===== src/rtl/core_dispatch_scoreboard_if.sv =====
// Dispatch/writeback bundle between the issue stage and the dispatch scoreboard.
// The issue side drives through master; the scoreboard receives through slave.
interface core_dispatch_scoreboard_if;
  logic        dispatch_a;
  logic        dispatch_b;
  logic        a_wb;
  logic        b_wb;
  logic [3:0]  a_rd;
  logic [3:0]  b_rd;
  logic [1:0]  a_unit;
  logic [1:0]  b_unit;
  logic        done_mul;
  logic        done_ldst;
  logic        done_branch;
  logic [15:0] mask_alu_a;
  logic [15:0] mask_alu_b;
  logic [15:0] mask_mul;
  logic [15:0] mask_ldst;
  logic [15:0] mask_branch;
  logic        busy_mul;
  logic        busy_ldst;
  logic        busy_branch;
  logic        sb_err;

  modport master (
    output dispatch_a, dispatch_b, a_wb, b_wb, a_rd, b_rd, a_unit, b_unit,
           done_mul, done_ldst, done_branch,
    input  mask_alu_a, mask_alu_b, mask_mul, mask_ldst, mask_branch,
           busy_mul, busy_ldst, busy_branch, sb_err
  );

  modport slave (
    input  dispatch_a, dispatch_b, a_wb, b_wb, a_rd, b_rd, a_unit, b_unit,
           done_mul, done_ldst, done_branch,
    output mask_alu_a, mask_alu_b, mask_mul, mask_ldst, mask_branch,
           busy_mul, busy_ldst, busy_branch, sb_err
  );
endinterface


===== src/rtl/core_dispatch_scoreboard.sv =====
// Dual-slot dispatch scoreboard: per-EU pending-write masks, EU occupancy and a sticky error flag.
// Define CORE_SCOREBOARD_BYPASS_EN to hide completing writes from the masks one cycle early.
module core_dispatch_scoreboard #(
  parameter int ALU_LAT = 1
) (
  input  logic                       clk,
  input  logic                       rst,
  core_dispatch_scoreboard_if.slave  sb
);

  localparam int N_EU = 3;  // index 0 = mul, 1 = ldst, 2 = branch (unit code minus one)

  typedef enum logic [1:0] {
    UNIT_ALU    = 2'd0,
    UNIT_MUL    = 2'd1,
    UNIT_LDST   = 2'd2,
    UNIT_BRANCH = 2'd3
  } unit_e;

  typedef struct packed {
    logic       vld;
    logic [3:0] rd;
  } stage_t;

`ifdef CORE_SCOREBOARD_BYPASS_EN
  localparam int ALU_VIS = ALU_LAT - 1;  // final stage is writing back this cycle
`else
  localparam int ALU_VIS = ALU_LAT;
`endif

  // ---------------- ALU pipelines ----------------
  stage_t [ALU_LAT-1:0] pipe_a;
  stage_t [ALU_LAT-1:0] pipe_b;
  stage_t               pipe_a_in;
  stage_t               pipe_b_in;
  logic   [15:0]        alu_mask_a;
  logic   [15:0]        alu_mask_b;

  assign pipe_a_in.vld = sb.dispatch_a && sb.a_wb && (sb.a_unit == UNIT_ALU);
  assign pipe_a_in.rd  = sb.a_rd;
  assign pipe_b_in.vld = sb.dispatch_b && sb.b_wb && (sb.b_unit == UNIT_ALU);
  assign pipe_b_in.rd  = sb.b_rd;

  always_ff @(posedge clk) begin
    if (rst) begin
      pipe_a <= '0;
      pipe_b <= '0;
    end else begin
      // NOTE: non-blocking so every stage captures its predecessor's pre-edge value.
      pipe_a[0] <= pipe_a_in;
      pipe_b[0] <= pipe_b_in;
      for (int i = 1; i < ALU_LAT; i++) begin
        pipe_a[i] <= pipe_a[i-1];
        pipe_b[i] <= pipe_b[i-1];
      end
    end
  end

  always_comb begin
    // NOTE: defaults first so no path leaves a combinational output unassigned (no latch).
    alu_mask_a = '0;
    alu_mask_b = '0;
    for (int i = 0; i < ALU_VIS; i++) begin
      if (pipe_a[i].vld) alu_mask_a = alu_mask_a | (16'd1 << pipe_a[i].rd);
      if (pipe_b[i].vld) alu_mask_b = alu_mask_b | (16'd1 << pipe_b[i].rd);
    end
  end

  // ---------------- single-entry EUs ----------------
  logic [N_EU-1:0]       eu_vld, eu_wb, eu_done;
  logic [N_EU-1:0]       nxt_vld, nxt_wb;
  logic [N_EU-1:0]       req_a, req_b;
  logic [N_EU-1:0][3:0]  eu_rd, nxt_rd;
  logic [N_EU-1:0][15:0] eu_mask;
  logic                  err_set;
  logic                  sb_err_q;

  assign eu_done = {sb.done_branch, sb.done_ldst, sb.done_mul};

  // A completing entry frees its EU before this cycle's dispatches are considered;
  // slot A wins when both slots target the same EU.
  always_comb begin
    nxt_vld = eu_vld;
    nxt_wb  = eu_wb;
    nxt_rd  = eu_rd;
    req_a   = '0;
    req_b   = '0;
    err_set = 1'b0;
    for (int e = 0; e < N_EU; e++) begin
      req_a[e] = sb.dispatch_a && (sb.a_unit == 2'(e + 1));
      req_b[e] = sb.dispatch_b && (sb.b_unit == 2'(e + 1));
      if (eu_done[e]) begin
        if (!eu_vld[e]) err_set = 1'b1;
        nxt_vld[e] = 1'b0;
      end
      if (req_a[e]) begin
        if (nxt_vld[e]) begin
          err_set = 1'b1;
        end else begin
          nxt_vld[e] = 1'b1;
          nxt_wb[e]  = sb.a_wb;
          nxt_rd[e]  = sb.a_rd;
        end
        if (req_b[e]) err_set = 1'b1;
      end else if (req_b[e]) begin
        if (nxt_vld[e]) begin
          err_set = 1'b1;
        end else begin
          nxt_vld[e] = 1'b1;
          nxt_wb[e]  = sb.b_wb;
          nxt_rd[e]  = sb.b_rd;
        end
      end
    end
  end

  always_ff @(posedge clk) begin
    if (rst) begin
      eu_vld   <= '0;
      eu_wb    <= '0;
      eu_rd    <= '0;
      sb_err_q <= 1'b0;
    end else begin
      eu_vld   <= nxt_vld;
      eu_wb    <= nxt_wb;
      eu_rd    <= nxt_rd;
      sb_err_q <= sb_err_q | err_set;
    end
  end

  always_comb begin
    eu_mask = '0;
    for (int e = 0; e < N_EU; e++) begin
      if (eu_vld[e] && eu_wb[e]) eu_mask[e] = 16'd1 << eu_rd[e];
`ifdef CORE_SCOREBOARD_BYPASS_EN
      if (eu_done[e]) eu_mask[e] = '0;
`endif
    end
  end

  assign sb.mask_alu_a  = alu_mask_a;
  assign sb.mask_alu_b  = alu_mask_b;
  assign sb.mask_mul    = eu_mask[0];
  assign sb.mask_ldst   = eu_mask[1];
  assign sb.mask_branch = eu_mask[2];
  assign sb.busy_mul    = eu_vld[0];
  assign sb.busy_ldst   = eu_vld[1];
  assign sb.busy_branch = eu_vld[2];
  assign sb.sb_err      = sb_err_q;

endmodule


===== src/flat_wrapper.sv =====
// flat-port wrapper written by rule: the top's interface ports become plain ports
module core_dispatch_scoreboard_flat 
#(
  parameter int ALU_LAT = 1
)
  (clk, rst, sb_dispatch_a, sb_dispatch_b, sb_a_wb, sb_b_wb, sb_a_rd, sb_b_rd, sb_a_unit, sb_b_unit, sb_done_mul, sb_done_ldst, sb_done_branch, sb_mask_alu_a, sb_mask_alu_b, sb_mask_mul, sb_mask_ldst, sb_mask_branch, sb_busy_mul, sb_busy_ldst, sb_busy_branch, sb_sb_err);
  core_dispatch_scoreboard_if sb_i ();
  input  logic clk;
  input  logic rst;
  input wire logic [$bits(sb_i.dispatch_a)-1:0] sb_dispatch_a;
  input wire logic [$bits(sb_i.dispatch_b)-1:0] sb_dispatch_b;
  input wire logic [$bits(sb_i.a_wb)-1:0] sb_a_wb;
  input wire logic [$bits(sb_i.b_wb)-1:0] sb_b_wb;
  input wire logic [$bits(sb_i.a_rd)-1:0] sb_a_rd;
  input wire logic [$bits(sb_i.b_rd)-1:0] sb_b_rd;
  input wire logic [$bits(sb_i.a_unit)-1:0] sb_a_unit;
  input wire logic [$bits(sb_i.b_unit)-1:0] sb_b_unit;
  input wire logic [$bits(sb_i.done_mul)-1:0] sb_done_mul;
  input wire logic [$bits(sb_i.done_ldst)-1:0] sb_done_ldst;
  input wire logic [$bits(sb_i.done_branch)-1:0] sb_done_branch;
  output wire logic [$bits(sb_i.mask_alu_a)-1:0] sb_mask_alu_a;
  output wire logic [$bits(sb_i.mask_alu_b)-1:0] sb_mask_alu_b;
  output wire logic [$bits(sb_i.mask_mul)-1:0] sb_mask_mul;
  output wire logic [$bits(sb_i.mask_ldst)-1:0] sb_mask_ldst;
  output wire logic [$bits(sb_i.mask_branch)-1:0] sb_mask_branch;
  output wire logic [$bits(sb_i.busy_mul)-1:0] sb_busy_mul;
  output wire logic [$bits(sb_i.busy_ldst)-1:0] sb_busy_ldst;
  output wire logic [$bits(sb_i.busy_branch)-1:0] sb_busy_branch;
  output wire logic [$bits(sb_i.sb_err)-1:0] sb_sb_err;
  assign sb_i.dispatch_a = sb_dispatch_a;
  assign sb_i.dispatch_b = sb_dispatch_b;
  assign sb_i.a_wb = sb_a_wb;
  assign sb_i.b_wb = sb_b_wb;
  assign sb_i.a_rd = sb_a_rd;
  assign sb_i.b_rd = sb_b_rd;
  assign sb_i.a_unit = sb_a_unit;
  assign sb_i.b_unit = sb_b_unit;
  assign sb_i.done_mul = sb_done_mul;
  assign sb_i.done_ldst = sb_done_ldst;
  assign sb_i.done_branch = sb_done_branch;
  assign sb_mask_alu_a = sb_i.mask_alu_a;
  assign sb_mask_alu_b = sb_i.mask_alu_b;
  assign sb_mask_mul = sb_i.mask_mul;
  assign sb_mask_ldst = sb_i.mask_ldst;
  assign sb_mask_branch = sb_i.mask_branch;
  assign sb_busy_mul = sb_i.busy_mul;
  assign sb_busy_ldst = sb_i.busy_ldst;
  assign sb_busy_branch = sb_i.busy_branch;
  assign sb_sb_err = sb_i.sb_err;
  core_dispatch_scoreboard #(.ALU_LAT(ALU_LAT)) u_core (.clk(clk), .rst(rst), .sb(sb_i));
endmodule

===== config.mk =====
export PLATFORM = sky130hd
export DESIGN_NAME = core_dispatch_scoreboard_flat
export DESIGN_NICKNAME = d
export VERILOG_FILES = /design/src/rtl/core_dispatch_scoreboard_if.sv /design/src/rtl/core_dispatch_scoreboard.sv /design/src/flat_wrapper.sv
export SDC_FILE = /design/constraint.sdc
export NUM_CORES = 1
export LEC_CHECK = 0
export CORE_MARGIN = 2
export CORE_UTILIZATION = 38
export CTS_CLUSTER_SIZE = 20
export DETAILED_ROUTE_END_ITERATION = 16
export PLACE_DENSITY = 0.8
export RECOVER_POWER = 50
export SETUP_SLACK_MARGIN = 0.3
export SLEW_MARGIN = 5
export SYNTH_ARGS = -nofsm -noshare
export SYNTH_HDL_FRONTEND = slang
export SYNTH_SLANG_ARGS = --single-unit
export TNS_END_PERCENT = 1

===== constraint.sdc =====
create_clock -name clk -period 1.28 [get_ports clk]
set_input_delay 0.128 -clock clk [delete_from_list [all_inputs] [get_ports clk]]
set_output_delay 0.128 -clock clk [all_outputs]
set_load 0.01 [all_outputs]

==> qor.yml <==
pwr:
  p_clk_share_pct: 31.7
  p_per_area_nw_per_um2: 690
  power.total_w: 0.00236
  power.internal_w: 0.00164
  leakage_nw: 1.63
  pwr-share-comb_pct: 23.8
  power_switching_w: 0.000725
  p_seq_share_pct: 44.5
  sw_frac_of_total_pct: 30.7
  ir_worst_vdd_mv: 0.444
route:
  vias: 2415
  drc_errors: 0
  via_per_inst: 5.16
  drtPass1Iterations: 4
  drt-total-wl_mm: 6.61
  ant_nets: 0
  routedWlPerCell_um: 14.1
  drtIter0Drc: 110
cts:
  clkSinkCount: 29
  htreeDepth: 2
  cts.clk_slew.worst_paths_ns: 0.07
  numCtsBuffers: 5
  cts_root_buf: "clkbuf_8"
  cts.path.max_buffers: 2
  cts_tree: "done"
  clk_latency_ns: 0.29
  hold_buffers: 0
global_route:
  met3_usage_pct: 4.94
  busiest_layer: "met2"
  grt_pass1_vias: 2087
  grtUsageMet2_pct: 41.1
  antenna_found_initial: 0
  grt_usage_pct: 23.7
  grt_pass1_wl_mm: 9.98
  grt-ovfl-total: 0
  grt_max_degree: 11
  use_met1_pct: 30.0
placed_design:
  dpl_cell_area_um2: 3320
  port_buffers: 104
  dp_slack_ns: -0.314
  dp_hpwl_mm: 4.75
  gp_congestion: 0.827
yosys:
  synth_edf_count: 0
  ys_seq_area_share_pct: 31.7
  synth-seq-cells: 29
  yosysWarnings: 0
  synth_fp_nets: 272
  synth_top_family_by_area: "simple AND/OR/NAND/NOR gates"
  synth-simple-area-share_pct: 43.0
  synthTopCellsByArea: "dfxtp_1 32%, nor2_1 17%, mux2i_1 8.2%, a211oi_1 6.1%, nor3_1 5.5%"
  syn-cell-area_um2: 1830
  synth_fa_ha_area_share_pct: 1.37
  synth.area.mux_share_pct: 8.20
  synth_top_area_share_pct: 31.7
  yosys.area.top_type: "dfxtp_1"
  avgSynthCellArea_um2: 7.36
  synth.most_common_cell: "nor2_1"
  synth_commonest_cells: "84 x nor2_1, 29 x dfxtp_1, 20 x nor3_1"
  synth.distinct_cells: 31
  syn_inst: 249
  ys.flop_type: "dfxtp_1"
  synth_xor_area_share_pct: 0.478
  synth_compound_area_share_pct: 11.5
  async_flop_share_pct: 0
floorplanning:
  die_y_um: 73.4
  die_w_um: 73.4
  die-area_um2: 5390
  ios: 105
  core-area_um2: 4690
  row_count: 25
  start_util_pct: 39.0
worst_setup_path:
  cpMostUsedCell: "buf_4"
  required_ns: 1.15
  crit_path_cell_trace: "buf_4, nand4b_1, buf_4, nor3_1, buf_2"
  cp_slowest_cell: "dfxtp_2"
  end_kind: "output pin"
  cp-startpoint: "u_core.eu_vld[1]"
  worst-path-buf-inv: 3
  cp-start-kind: "flip-flop"
  worstPathArrival_ns: 1.36
  cp_max_fo: 5
  timing.rr.start: "u_core.eu_vld[2]"
  worstSetupPathType: "flip-flop to output pin"
  cp_top_family: "buffers and inverters"
  max_stage_delay_ns: 0.33
sta:
  post-route-period-util_pct: 116
  final-setup-viol-count: 65
  clock_skew_ns: 0.00614
  tightest_slew_ns: 0.343
  drv_slew: 0
  setup_tns_ns: -7.19
  slew-limit-headroom_pct: 77.1
  rsz0062_at_grt: "yes"
  layout_setup_ws_ns: -0.204
  period_minus_slack_ns: 1.48
  final_hold_viol_count: 0
  fmax_mhz: 674
job:
  drv_cap: 0
worst_hold_path:
  hold_path_class: "input pin to flip-flop"
  hold_start: "sb_b_unit[0]"
run_status:
  violations: "negative setup slack"
  status: "finished, violations left"
final_layout:
  antennaDiodeCount: 0
  nNetsFinal: 436
  layout-drive-gt1-share_pct: 55.3
  syn_to_final_growth_pct: 86.7
  design_area_um2: 3420
[worst register-to-register path: stages, from the launching register on]
cell and delay, ns:
dfxtp_4 0.35, buf_6 0.12, and2b_2 0.21, a21oi_4 0.25, nor2_1 0.08, a211oi_1 0.19
[cell usage in the layout, fill, tap and decap left out, types with 2 or more instances in the layout]
| cell | Yosys | final |
|---|---|---|
| nand4_1 | 4 | 4 |
| clkdlybuf4s50_1 | 0 | 13 |
| nor3_1 | 20 | 9 |
| nand3_2 | 1 | 2 |
| nand2_2 | 0 | 3 |
| a21oi_2 | 0 | 2 |
| a211oi_1 | 15 | 11 |
| nand2b_1 | 11 | 6 |
| nand3b_1 | 8 | 8 |
| dlygate4sd2_1 | 0 | 7 |
| a211oi_2 | 0 | 4 |
| nor3_4 | 0 | 4 |
| nor3_2 | 0 | 7 |
| clkbuf_1 | 3 | 2 |
| nor2b_1 | 8 | 8 |
| or3_4 | 0 | 3 |
| mux2i_1 | 15 | 15 |
| dfxtp_1 | 29 | 4 |
| clkdlybuf4s15_2 | 0 | 13 |
| clkbuf_2 | 1 | 2 |
| a21oi_4 | 2 | 2 |
| dfxtp_4 | 0 | 6 |
| nand2_1 | 12 | 9 |
| nor2_2 | 0 | 16 |
| buf_2 | 1 | 67 |
| buf_4 | 1 | 48 |
| buf_6 | 2 | 10 |
| or3b_4 | 0 | 2 |
| dlymetal6s2s_1 | 0 | 2 |
| inv_1 | 5 | 5 |
| dfxtp_2 | 0 | 19 |
| nor2_1 | 84 | 67 |
| and4b_1 | 2 | 2 |
| nand2b_4 | 0 | 4 |
| clkinv_2 | 0 | 2 |
| nand4b_1 | 3 | 3 |
| clkbuf_8 | 0 | 5 |
| a31oi_1 | 4 | 3 |
[cell families (layout without fill, tap and decap cells)]
| family | Yosys count | after routing |
|---|---|---|
| AOI/OAI and AO/OA | 26 | 26 |
| xor gates and xnor gates | 1 | 1 |
| muxes | 15 | 15 |
| adders and majority gates | 2 | 2 |
| and+or+nand+nor | 163 | 163 |
| buffers and inverters | 13 | 178 |
| DFF | 29 | 29 |
[per-layer routing]
| metal | wire [µm] | share of wire (%) |
|---|---|---|
| met1 | 2730 | 41 |
| met2 | 3460 | 52 |
| met3 | 354 | 5.4 |
| met4 | 60 | 0.91 |
| met5 | 0 | 0 |
[what timing repair did]
action / 4_1_cts / 5_1_grt
endpoints found under the setup margin: 103 / 102
resized for setup: 364 / 36
buffers inserted: 13 / 0
pin swaps: 37 / 22
hold endpoints to repair: 0 / 0
[registers in the layout (all words and copies together), names as in the netlist]
register and cells:
u_core.eu_rd 12, u_core.eu_vld 3, u_core.eu_wb 3, u_core.pipe_a 5, u_core.pipe_b 5, u_core.sb.sb_err 1
[area by class of cell]
| class | instances | area [µm²] |
|---|---|---|
| inverters | 5 | 18.8 |
| clock buffers | 5 | 68.8 |
| multi-input cells | 207 | 1420 |
| fillers | 395 | 1270 |
| flip-flops and latches | 29 | 627 |
| well taps | 54 | 67.6 |
| repair buffers | 165 | 1200 |
| clock inverters | 3 | 17.5 |
[worst paths after layout]
check / slack, ns / depth (start not counted) / to
max: -0.20 / 5 / sb_mask_ldst[4]
max reg2reg: 0 / 5 / u_core.eu_wb[2]
min reg2reg: 0.54 / 2 / u_core.eu_rd[3]
min: 0.35 / 3 / u_core.pipe_b[4]
[power by group through the flow]
stage,combinational (W),sequential [W],clock (W)
2_1_floorplan,0.000236,0.00105,0
6_report,0.000561,0.00105,0.000748
4_1_cts,0.000532,0.00105,0.000750
5_1_grt,0.000611,0.00106,0.000786
3_5_place_dp,0.000523,0.00105,0
3_3_place_gp,0.000512,0.00104,0
[metrics by stage]
step           hold WS [ns]  instances  utilization, %
6_report              0.349        468            72.9
5_1_grt               0.378        468            72.9
4_1_cts               0.356        468            71.2
3_5_place_dp          0.533        447            70.9
3_3_place_gp          0.527        447            70.9
2_1_floorplan         0.256        249               -
No activity file was read; power rests on OpenSTA's default activity.
